**src/rtl/branch_pkg.sv**
```systemverilog
// Shared definitions for the branch sequencer:
// condition codes, FSM state encoding, flush counter width.
package branch_pkg;

    localparam logic [2:0] COND_ALW = 3'd0;
    localparam logic [2:0] COND_EQ  = 3'd1;
    localparam logic [2:0] COND_NE  = 3'd2;
    localparam logic [2:0] COND_MI  = 3'd3;
    localparam logic [2:0] COND_PL  = 3'd4;
    localparam logic [2:0] COND_LE  = 3'd5;
    localparam logic [2:0] COND_GT  = 3'd6;
    localparam logic [2:0] COND_NV  = 3'd7;

    typedef enum logic [1:0] {
        ST_IDLE  = 2'd0,
        ST_EVAL  = 2'd1,
        ST_FLUSH = 2'd2
    } state_e;

    localparam int CNT_W = 4;

endpackage

```
**src/rtl/br_cond_eval.sv**
```systemverilog
// Combinational condition evaluator: maps a condition
// code plus Z/N flags to a taken decision.
module br_cond_eval
    import branch_pkg::*;
(
    input  logic [2:0] cond_i,
    input  logic       z_i,
    input  logic       n_i,
    output logic       taken_o
);

    // Decode the condition code against the flags
    always_comb begin
        taken_o = 1'b0;
        unique case (cond_i)
            COND_ALW: taken_o = 1'b1;
            COND_EQ:  taken_o = z_i;
            COND_NE:  taken_o = ~z_i;
            COND_MI:  taken_o = n_i;
            COND_PL:  taken_o = ~n_i;
            COND_LE:  taken_o = z_i | n_i;
            COND_GT:  taken_o = ~z_i & ~n_i;
            COND_NV:  taken_o = 1'b0;
        endcase
    end

endmodule

```
**src/rtl/branch_unit.sv**
```systemverilog
// Conditional-branch sequencer: stalls on busy flags, evaluates,
// loads PC and holds flush. Optional stats via BRANCH_STATS_EN.
module branch_unit
    import branch_pkg::*;
#(
    parameter int ADDR_W       = 8,
    parameter int FLUSH_CYCLES = 2
) (
    input  logic              clk,
    input  logic              rst,
    input  logic              br_valid,
    output logic              br_ready,
    input  logic [2:0]        br_cond,
    input  logic [ADDR_W-1:0] br_target,
    input  logic              Z_in,
    input  logic              N_in,
    input  logic              flag_busy,
    output logic              pc_load,
    output logic [ADDR_W-1:0] pc_next,
    output logic              flush,
    output logic              br_taken,
    output logic              br_done
`ifdef BRANCH_STATS_EN
    ,
    output logic [15:0]       taken_cnt,
    output logic [15:0]       stall_cnt
`endif
);

    localparam logic [CNT_W-1:0] CNT_INIT = CNT_W'(FLUSH_CYCLES - 1);

    state_e              state_q;
    logic [2:0]          cond_q;
    logic [ADDR_W-1:0]   tgt_q;
    logic [CNT_W-1:0]    cnt_q;
    logic                taken_w;

    br_cond_eval u_eval (
        .cond_i  (cond_q),
        .z_i     (Z_in),
        .n_i     (N_in),
        .taken_o (taken_w)
    );

    assign br_ready = (state_q == ST_IDLE);

    // Branch FSM with registered strobes and flush counter
    always_ff @(posedge clk) begin
        if (rst) begin
            state_q  <= ST_IDLE;
            cond_q   <= '0;
            tgt_q    <= '0;
            cnt_q    <= '0;
            pc_load  <= 1'b0;
            pc_next  <= '0;
            flush    <= 1'b0;
            br_taken <= 1'b0;
            br_done  <= 1'b0;
        end else begin
            pc_load <= 1'b0;
            br_done <= 1'b0;
            unique case (state_q)
                ST_IDLE: begin
                    if (br_valid) begin
                        cond_q  <= br_cond;
                        tgt_q   <= br_target;
                        state_q <= ST_EVAL;
                    end
                end
                ST_EVAL: begin
                    if (!flag_busy) begin
                        br_taken <= taken_w;
                        if (taken_w) begin
                            pc_load <= 1'b1;
                            pc_next <= tgt_q;
                            flush   <= 1'b1;
                            cnt_q   <= CNT_INIT;
                            state_q <= ST_FLUSH;
                        end else begin
                            br_done <= 1'b1;
                            state_q <= ST_IDLE;
                        end
                    end
                end
                ST_FLUSH: begin
                    if (cnt_q != '0) begin
                        cnt_q <= cnt_q - 1'b1;
                    end else begin
                        flush   <= 1'b0;
                        br_done <= 1'b1;
                        state_q <= ST_IDLE;
                    end
                end
                default: state_q <= ST_IDLE;
            endcase
        end
    end

`ifdef BRANCH_STATS_EN
    // Count taken evaluations and busy-flag stall cycles
    always_ff @(posedge clk) begin
        if (rst) begin
            taken_cnt <= '0;
            stall_cnt <= '0;
        end else if (state_q == ST_EVAL) begin
            if (flag_busy) begin
                stall_cnt <= stall_cnt + 16'd1;
            end else if (taken_w) begin
                taken_cnt <= taken_cnt + 16'd1;
            end
        end
    end
`endif

endmodule
```
**config.mk**
```make
export PLATFORM = sky130hd
export DESIGN_NAME = branch_unit
export DESIGN_NICKNAME = d
export VERILOG_FILES = /design/src/rtl/branch_pkg.sv /design/src/rtl/br_cond_eval.sv /design/src/rtl/branch_unit.sv
export SDC_FILE = /design/constraint.sdc
export NUM_CORES = 1
export LEC_CHECK = 0
export ABC_AREA = 1
export CAP_MARGIN = 20
export CORE_ASPECT_RATIO = 1.4
export CORE_MARGIN = 4
export CORE_UTILIZATION = 35
export CTS_CLUSTER_DIAMETER = 50
export DETAILED_ROUTE_END_ITERATION = 8
export REMOVE_ABC_BUFFERS = 1
export SETUP_SLACK_MARGIN = 0.02
export SLEW_MARGIN = 20
export SYNTH_ARGS = -nofsm -noshare
export SYNTH_HDL_FRONTEND = slang
export SYNTH_SLANG_ARGS = --single-unit
export TNS_END_PERCENT = 100
```
**constraint.sdc**
```tcl
create_clock -name clk -period 1.4 [get_ports clk]
set_clock_uncertainty 0.05 [all_clocks]
set_input_delay 0.14 -clock clk [delete_from_list [all_inputs] [get_ports clk]]
set_output_delay 0.14 -clock clk [all_outputs]
set_load 0.03 [all_outputs]
```
# Word-level counts from Yosys, hierarchy flattened
# Cells that the tools add are included.
# word_totals
register_bits	29
in_bits	17
# op_classes
add_sub_neg	1
eq_ne	14
muxes	19
n_bitwise	6
n_reduce_logical	11
# ops
op	n
3-bit equality test (second input constant)	4
4-bit two-way mux	3
2-bit inequality test (second input constant)	5
2-bit two-way mux	4
1-bit case mux with 8 select lines	1
4-bit case mux with 2 select lines	1
4-bit AND reduction	2
1-bit two-way mux	7
3-bit by 2-bit equality test with 1-bit output (second input constant)	2
2-bit case mux with 3 select lines	1
3-bit AND reduction	2
1-bit inverter	4
1-bit case mux with 2 select lines	2
2-bit AND reduction	2
4-bit nonzero test	1
4-bit by 1-bit subtractor with 4-bit output (second input constant)	1
3-bit by 1-bit equality test with 1-bit output (second input constant)	1
3-bit logical NOT	1
3-bit OR reduction	1
2-bit by 1-bit equality test with 1-bit output (second input constant)	1
2-bit equality test (second input constant)	1
2-bit logical NOT	1
2-bit nonzero test	1
1-bit bitwise AND	1
1-bit OR	1

# Longest topological paths before layout
# Gate-level depths: netlist of the first run.
# depth
ltp_word	6
ltp_mapped	10

# By module
# From an unflattened synthesis of the first run, not the netlist that was laid out.
# hier_totals
cells_unflattened	177
hier_area_um2	1292.5
# modules_own_cells
module	instances	cells_per_inst	area_per_inst_um2	seq_area_each_um2
branch_unit	1	167	1247.4	580.6
br_cond_eval	1	10	45.0	0.0

# Least setup slack after synthesis of the first run
# OpenSTA, ideal clock, no wires.
# synth_timing
path_type	reg-to-reg
from	register state_q[0]
to	register cond_q[2]
arrival_ps	1290
t_required_ps	1234
path_slack_ps	-56
stages_incl_launch_ff	7
period_less_slack_ps	1456
path_cell_list	dfxtp_1 > inv_1 > ha_1 > nand2_1 > clkbuf_1 > o21ai_0 > nor2_1
# synth_between
elab_chain_cells	2
# synth_rtl
item	line	rtl
from (decl)	branch_unit.sv:32	state_e state_q;
from (signal assigned)	branch_unit.sv:50	state_q <= ST_IDLE;
from (signal assigned)	branch_unit.sv:67	state_q <= ST_EVAL;
from (signal assigned)	branch_unit.sv:78	state_q <= ST_FLUSH;
2-bit logical NOT	-	
via br_ready	branch_unit.sv:12	output logic br_ready,
2-bit AND reduction (no source line)	-	
to (signal assigned)	branch_unit.sv:65	cond_q <= br_cond;
to (decl)	branch_unit.sv:33	logic [2:0] cond_q;
# The timed path passes the listed nets, and every way through them passes these cells.
# A chain may end at the register's enable or synchronous reset.

# Worst setup path after layout of the first run
# layout_timing
from	register state_q[1]
to	register pc_next[0]
# layout_between
elab_chain_cells	2
# layout_rtl
item	line	rtl
2-bit by 1-bit equality test with 1-bit output	branch_unit.sv:62	unique case (state_q)
3-bit AND reduction (no source line)	-	
to (signal assigned)	branch_unit.sv:75	pc_next <= tgt_q;
to (decl)	branch_unit.sv:19	output logic [ADDR_W-1:0] pc_next,
# No other way between the ends.

==> results of run 1 <==
[path summary, 6_finish.rpt]
| kind | startpoint | end | depth (start not counted) |
|---|---|---|---|
| setup reg to reg | state_q[1]$_SDFFE_PP0P_ | pc_next[0]$_SDFFE_PP0P_ | 9 |
| hold reg to reg | cond_q[0]$_SDFFE_PP0P_ | cond_q[0]$_SDFFE_PP0P_ | 2 |
| setup / recovery | state_q[1]$_SDFFE_PP0P_ | pc_next[0]$_SDFFE_PP0P_ | 9 |
| hold / removal | cond_q[0]$_SDFFE_PP0P_ | cond_q[0]$_SDFFE_PP0P_ | 2 |
[power groups by stage]
stage	registers [uW]	clock network [uW]	logic [uW]
after floorplan	1090	0	417
after global placement	1020	0	766
after detailed placement	1020	0	783
after CTS	1010	674	811
after global routing	1030	720	979
final	1020	657	875
[cells by family after synthesis]
logic type / Yosys count / synth area share, %
AND/OR/NAND/NOR: 73 / 26.9
AO/OA/AOI/OAI: 37 / 15.0
XOR/XNOR: 1 / 0.687
adder cells (fa/ha/maj): 5 / 4.91
buffers and inverters: 22 / 6.97
flip-flops: 29 / 45.5
[worst max-delay path, delay by kind of cell, from the launching register on]
family / cells / cell delay [ns]
flip-flops: 1 / 0.36
AND/OR/NAND/NOR: 3 / 0.35
buffers and inverters: 4 / 0.29
adder cells (fa/ha/maj): 1 / 0.13
AO/OA/AOI/OAI: 1 / 0.09
[registers in the layout, indices dropped and copies added, names as in the netlist]
| signal | flops |
|---|---|
| tgt_q | 8 |
| br_taken | 1 |
| cnt_q | 4 |
| flush | 1 |
| cond_q | 3 |
| state_q | 2 |
| pc_next | 8 |
| br_done | 1 |
| pc_load | 1 |
[metrics by stage]
| step | area, um2 | TNS (ns) | total power [uW] | utilization, % | hold slack [ns] |
|---|---|---|---|---|---|
| after floorplan | 1260 | -1.32 | 1500 | - | 0.159 |
| after global placement | 1680 | -1.24 | 1790 | 48.9 | 0.416 |
| after detailed placement | 1680 | -1.77 | 1800 | 48.9 | 0.427 |
| after CTS | 1810 | -0.00631 | 2490 | 52.6 | 0.424 |
| after global routing | 1890 | -0.0304 | 2730 | 54.9 | 0.428 |
| final | 1890 | 0 | 2550 | 54.9 | 0.431 |
[final cells by class]
class	count	area, um2	share of cell area [%]
Clock buffer	6	72.6	3.84
Clock inverter	2	10.0	0.530
Inverter	19	85.1	4.51
Multi-Input combinational cell	117	709	37.6
Sequential cell	29	586	31.0
Tap cell	40	50.0	2.65
Timing Repair Buffer	41	375	19.9
[cell usage after synthesis, types with 2 or more instances]
| master | count | area, um2 |
|---|---|---|
| a21oi_1 | 11 | 55.1 |
| clkbuf_1 | 2 | 7.51 |
| dfxtp_1 | 29 | 581 |
| ha_1 | 5 | 62.6 |
| inv_1 | 15 | 56.3 |
| inv_2 | 2 | 7.51 |
| nand2_1 | 14 | 52.6 |
| nand2_2 | 4 | 25.0 |
| nand3_1 | 9 | 45.0 |
| nor2_1 | 40 | 150 |
| nor2_8 | 2 | 40.0 |
| o21ai_0 | 23 | 115 |
[layer usage]
| metal | up-vias | wire length (um) |
|---|---|---|
| met3 | 7 | 212 |
| met2 | 39 | 1520 |
| met5 | - | 0 |
| met4 | 0 | 56 |
| met1 | 530 | 1210 |
| li1 | 628 | - |
[cell usage in the layout, fill, tap and decap left out, types with 6 or more instances in the layout]
master and instances:
dfxtp_1 27, buf_4 12, clkdlybuf4s50_1 16, nand3_1 8, nand2_1 12, o21ai_1 6, dlygate4sd2_1 12, nor2_1 36
a21oi_1 7, o21ai_0 16, inv_1 10
[repair_timing]
item	CTS	global route
setup endpoints to repair	37	29
setup buffers	1	0
pin swaps	3	16
gates resized for setup	27	26
gates cloned	1	0
==> metrics list, run 1 <==
- The detailed router finished its first iteration with 27 violations.
- In this run, placement finished with an instance count of 244.
- After detailed routing, the total wire length is 3.00 mm.
- Number of buffers inserted for hold repair after clock tree synthesis: 0
- Vias in the first global route: 1181
* Setup slack of the most critical reg-to-reg path: 0.07 ns
- Net switching is 35.4% of the power.
- Timing would allow up to 0.750 GHz.
* Worst voltage drop across the vdd grid: 0.712 mV
* Actual slew at the worst max-slew pin: 0.322 ns
* Post-route non-filler standard cell count: 254
- Clock latency on the worst-skew pair, taken at its later pin, is 0.27 ns.
- Critical path launch point type: flop
- Cells with a size suffix above 1 make up 27.1% of the layout.
- The synthesized netlist contains 23 unique library cells.
- For this run, global-route usage on met2 was measured as 23.3%.
- Timing analysis after detailed placement gives a worst setup slack of -0.125 ns.
- CTS tree: built
* Post-route worst setup slack: 0.0658 ns
- Most used flip-flop cell after synthesis: dfxtp_1
- In this run the core area contains 25 standard-cell rows.
- After synthesis, flip-flops and latches occupy 45.5% of the total area.
* Buffers on Ports: 29
* Die area: 4690 um2
* Cells after synthesis: 167
- The number of antenna violations at the first check in global routing is 0.
* Share of power burned in combinational logic: 34.3%
- Clock-pin transition on the worst setup and hold timing paths: 0.06 ns
- # Max-Cap Violations: 0
- Headroom to the max-slew limit came out at 78.6%.
- The critical path is of the reg2reg type.
- The number of antenna diodes in the final layout is 0.
* Drt pass-1 iters: 7
* Area of the mapped netlist: 1270 um2
- Max Fanout on Critical Path: 4
* DRC Markers: 0
- In this run the power spent charging and discharging nets is 902 uW.
- Cells along the critical path: inv_4 > ha_4 > inv_2 > nor2_4 > inv_4 > buf_12 > nor2_4 > o21ai_1 > nor2_1
- Clock root buffer master: clkbuf_8
- 30 I/O pins were placed.
- Share of total power in the clock network: 25.8%
- Wire per inst: 11.8 um
- Compared with the post-synthesis result, the final layout area differs by 48.1%.
* Reported leakage power: 0.000858 uW
* Setup-failing EPs final: 0
- Final #Nets: 235
* Final hold viol count: 0
- For met1 alone, demand over resource in global routing was 15.0%.
- Layer carrying the most global-route usage: met2
* Number of warnings issued by yosys: 0
* Starting utilization of the core area: 37.1%
- Clock sink total: 29
* Outcome: finished clean
- The die is 59.0 um wide.
* Worst Setup End Kind: flop
- At the worst endpoint, the required time is 1.56 ns.
- The H-tree was split into 2 levels.
* Power per standard cell area: 1350 nW/um2
- Global-route wire length before repair: 4.92 mm
- Routed Antenna Nets: 0
- The average instance in the mapped netlist occupies 7.63 um2.
- Core box area: 3440 um2
- Inserted Clock Buffers: 5
* Fraction of registers with async set or reset after synthesis: 0%
* Overall routing resource usage: 13.7%
* Largest net degree at the start of global routing: 20
- Data arrival at the endpoint of the critical path: 1.50 ns
* Relative contribution of sequential cells to total power: 39.9%
- Unrepaired setup endpoints after global routing: yes
- After layout, the worst path uses 95.3% of the clock period.
* Worst hold-check path type: reg2reg
- Crit path max-delay cell type: dfxtp_4
- Final weighted congestion of routability-driven global placement: 0.799
- Internal power comes to 1650 uW.
* Max incr delay on CP: 0.36 ns
- Vertical die dimension: 79.4 um
* Post-detail-place hpwl: 2.24 mm
- Pins over their slew limit: 0
* Routing usage on met3: 4.85%
- For this block, the via count after detailed routing is 1204.
- Filler cell count: 346
* Vias per std cell: 4.74
- For this run the aggregate overflow at the end of global routing stands at 0.
* Bufs on Longest Clock Path: 2
* Number of enable-type register cells in the synthesized netlist: 0
* Flip-flop and latch count after synthesis: 29
- The clock period could shrink to 1.33 ns.
Note: power is estimated with default switching activity, not from simulation.
==> run 2, diff against run 1 <==
Clock period 1.4 ns to 1.55 ns, I/O delays scaled along.
==> metrics list, run 2 (synthesis gave the netlist of run 1 again) <==
* Pins over their slew limit: 0 (unchanged)
- The CTS tree was built (unchanged).
* Largest net degree at the start of global routing: 20 (unchanged)
- Outcome: finished clean (unchanged).
- Data arrival at the endpoint of the critical path: 1.29 ns (was 1.50 ns)
* Max H-tree Level: 2 (unchanged)
* DRC Markers: 0 (unchanged)
- The number of sinks on the clock net is 29 (unchanged).
- The via total after detailed routing is 1185 (was 1204).
* Overall routing resource usage: 13.1% (was 13.7%)
- Critical path launch point type: flop (unchanged)
- Max incr delay on CP: 0.68 ns (was 0.36 ns)
* Vertical die dimension: 79.4 um (unchanged)
* Iteration-0 DRC count of the detailed router: 18 (was 27)
- The flop-to-flop setup slack is 0.12 ns (was 0.07 ns).
- The worst path in the final design needs a cycle of 1.49 ns, including I/O delays and setup.
- Number of placement rows: 25 (unchanged)
- Filler cell count: 356 (was 346)
- Wire per inst: 11.8 um (about the same)
- Dividing the final minimum period by the clock period gives 96.4%.
* Clock-pin transition on the worst setup and hold timing paths: 0.06 ns (about the same)
- The final layout net count came to 227 (was 235).
* Diode insertion count for antenna repair: 0 (unchanged)
* Post-detail-place hpwl: 2.15 mm (was 2.24 mm)
- Cells along the critical path: clkdlybuf4s50_1 (was inv_4 > ha_4 > inv_2 > nor2_4 > inv_4 > buf_12 > nor2_4 > o21ai_1 > nor2_1).
- Final hold viol count: 0 (unchanged)
- Share of layout cells above drive strength 1: 15.5% (was 27.1%)
- Vias per std cell: 4.82 (was 4.74)
- The root buffer cell was clkbuf_8 (unchanged).
- The full die area was 4690 um2 (unchanged).
- Unrepaired setup endpoints after global routing: yes (unchanged)
* Crit path max-delay cell type: clkdlybuf4s50_1 (was dfxtp_4)
- The last weighted congestion value of the routability-driven placer is 0.780 (was 0.799).
- The I/O pin count is 30 (unchanged).
- The total of max-cap violations came to 0 (unchanged).
- The worst slew margin relative to its limit was 77.9% (was 78.6%).
* Top delay family on crit path: buffers and inverters (was flip-flops)
* Core box area: 3440 um2 (unchanged)
* Global-route wire length before repair: 4.62 mm (was 4.92 mm)
- The flip-flop and latch area was 582 um2 (was 586 um2).
* Growth of design area from synthesis to finish: 39.2% (was 48.1%)
* Buffers on Ports: 29 (unchanged)
- The area used by multi-input combinational logic was 637 um2 (was 709 um2).
* Peak Freq: 0.669 GHz
- Worst hold-check path type: reg2reg (unchanged)
- The number of antenna violations at the first check in global routing came to 0 (unchanged).
* Kind of critical path: reg2out (was reg2reg)
* Most frequent cells in the layout: nor2_1 (39), dfxtp_1 (28), o21ai_0 (22), clkdlybuf4s50_1 (22) (was nor2_1 (36), dfxtp_1 (27), o21ai_0 (16), clkdlybuf4s50_1 (16))
- Regs by FF count: pc_next: 8 flops, tgt_q: 8 flops, cnt_q: 4 flops (unchanged).
* Setup-failing EPs final: 0 (unchanged)
- Actual slew at the worst max-slew pin: 0.332 ns (was 0.322 ns)
- The number of search-and-repair iterations in the first detailed-routing pass is 4 (was 7).
- Max Fanout on Critical Path: 2 (was 4)
* Worst Setup End Kind: output pin (was flop)
- The post-CTS setup buffer count was 0 (was 1).
- The count of nets left with antenna violations after detail routing was 0 (unchanged).
- Number of buffers inserted for hold repair after clock tree synthesis: 0 (unchanged)
- The aggregate routed wire length was 2.90 mm (was 3.00 mm).
- Power per standard cell area: 1230 nW/um2 (was 1350 nW/um2)
- Most frequent standard cell in the layout excluding fill and tap cells: nor2_1 (unchanged)
- The overall power of the completed layout was 2190 uW (was 2550 uW).
- The via count of the first global-routing pass is 1123 (was 1181).
- The buffer depth of the longest clock path was 2 (unchanged).
- The worst hold-check slack was 0.428 ns (was 0.431 ns).
- Reported leakage power: 0.000851 uW (was 0.000858 uW)
* Total overflow reported by the global router: 0 (unchanged)
- The floorplan die width was 59.0 um (unchanged).
- The insertion delay of the later-clocked pin in the worst-skew pair came to 0.28 ns (was 0.27 ns).
- Starting utilization of the core area: 37.1% (unchanged)
* Buffers & Inverters on Critical Path: 1 (was 4)
* Data required time of the worst path: 1.34 ns (was 1.56 ns)
- Worst voltage drop across the vdd grid: 0.668 mV (was 0.712 mV)
- The total CTS buffers came to 5 (unchanged).
[run 2: cell count changes in the layout (fill, tap and decap cells not counted), sizes merged]
| cell | delta |
|---|---|
| clkinvlp | +1 |
| dlymetal6s2s | +6 |
| clkbuf | +1 |
| dlygate4sd2 | -12 |
| buf | -9 |
| clkdlybuf4s50 | +6 |
| clkinv | -1 |
[run 2: layer usage]
layer / up-vias / part of all wire [%] / global-route usage, %
met5: - / 0 / 0
met4: 0 / 2.0 / 6.35
met3: 7 / 7.5 / 4.37
met2: 41 / 50 / 22.9
met1: 521 / 41 / 13.6
li1: 616 / - / -
[run 2: path summary, 6_finish.rpt]
check,start,end,cells after the start
setup / recovery,pc_next[5]$_SDFFE_PP0P_,pc_next[5],1
hold reg to reg,cnt_q[0]$_SDFFE_PP0P_,cnt_q[0]$_SDFFE_PP0P_,2
hold / removal,cnt_q[0]$_SDFFE_PP0P_,cnt_q[0]$_SDFFE_PP0P_,2
setup reg to reg,state_q[1]$_SDFFE_PP0P_,pc_next[3]$_SDFFE_PP0P_,9
[run 2: through the flow]
stage | utilization (%) | cells | setup TNS, ns | cell area, um2 | worst slack (ns)
after detailed placement | 47.8 | 237 | -0.00414 | 1650 | -0.00200
after global routing | 51.6 | 246 | 0 | 1770 | 0.0142
final | 51.6 | 246 | 0 | 1770 | 0.0558
after global placement | 47.8 | 237 | 0 | 1650 | 0.0354
after floorplan | - | 164 | 0 | 1260 | 0.0146
after CTS | 50.2 | 245 | 0 | 1730 | 0.0204
[run 2: power by group]
| part | total [uW] | internal (uW) | switching, uW | leakage [uW] |
|---|---|---|---|---|
| combinational | 683 | 271 | 412 | 0.000568 |
| sequential | 909 | 849 | 59.9 | 0.000239 |
| clock | 597 | 310 | 287 | 0.0000450 |
[run 2: layout make-up]
cell class / instances / share of cell area (%)
Clock inverter: 2 / 0.564
Tap cell: 40 / 2.82
Multi-Input combinational cell: 117 / 35.9
Clock buffer: 6 / 4.09
Sequential cell: 29 / 32.8
Timing Repair Buffer: 33 / 19.3
Inverter: 19 / 4.51
[run 2: worst register-to-register path: stages (launching register included)]
cell and delay, ns:
dfxtp_2 0.34, inv_1 0.08, ha_2 0.20, inv_1 0.06, nor2_2 0.11, inv_2 0.10, nor2_8 0.15, inv_6 0.08
nor2_1 0.10, nor2_1 0.06
[run 2: repair_timing]
action,CTS,global route
gates resized for setup,1,17
pin swaps,0,1
gates cloned,0,1
setup endpoints to repair,1,30
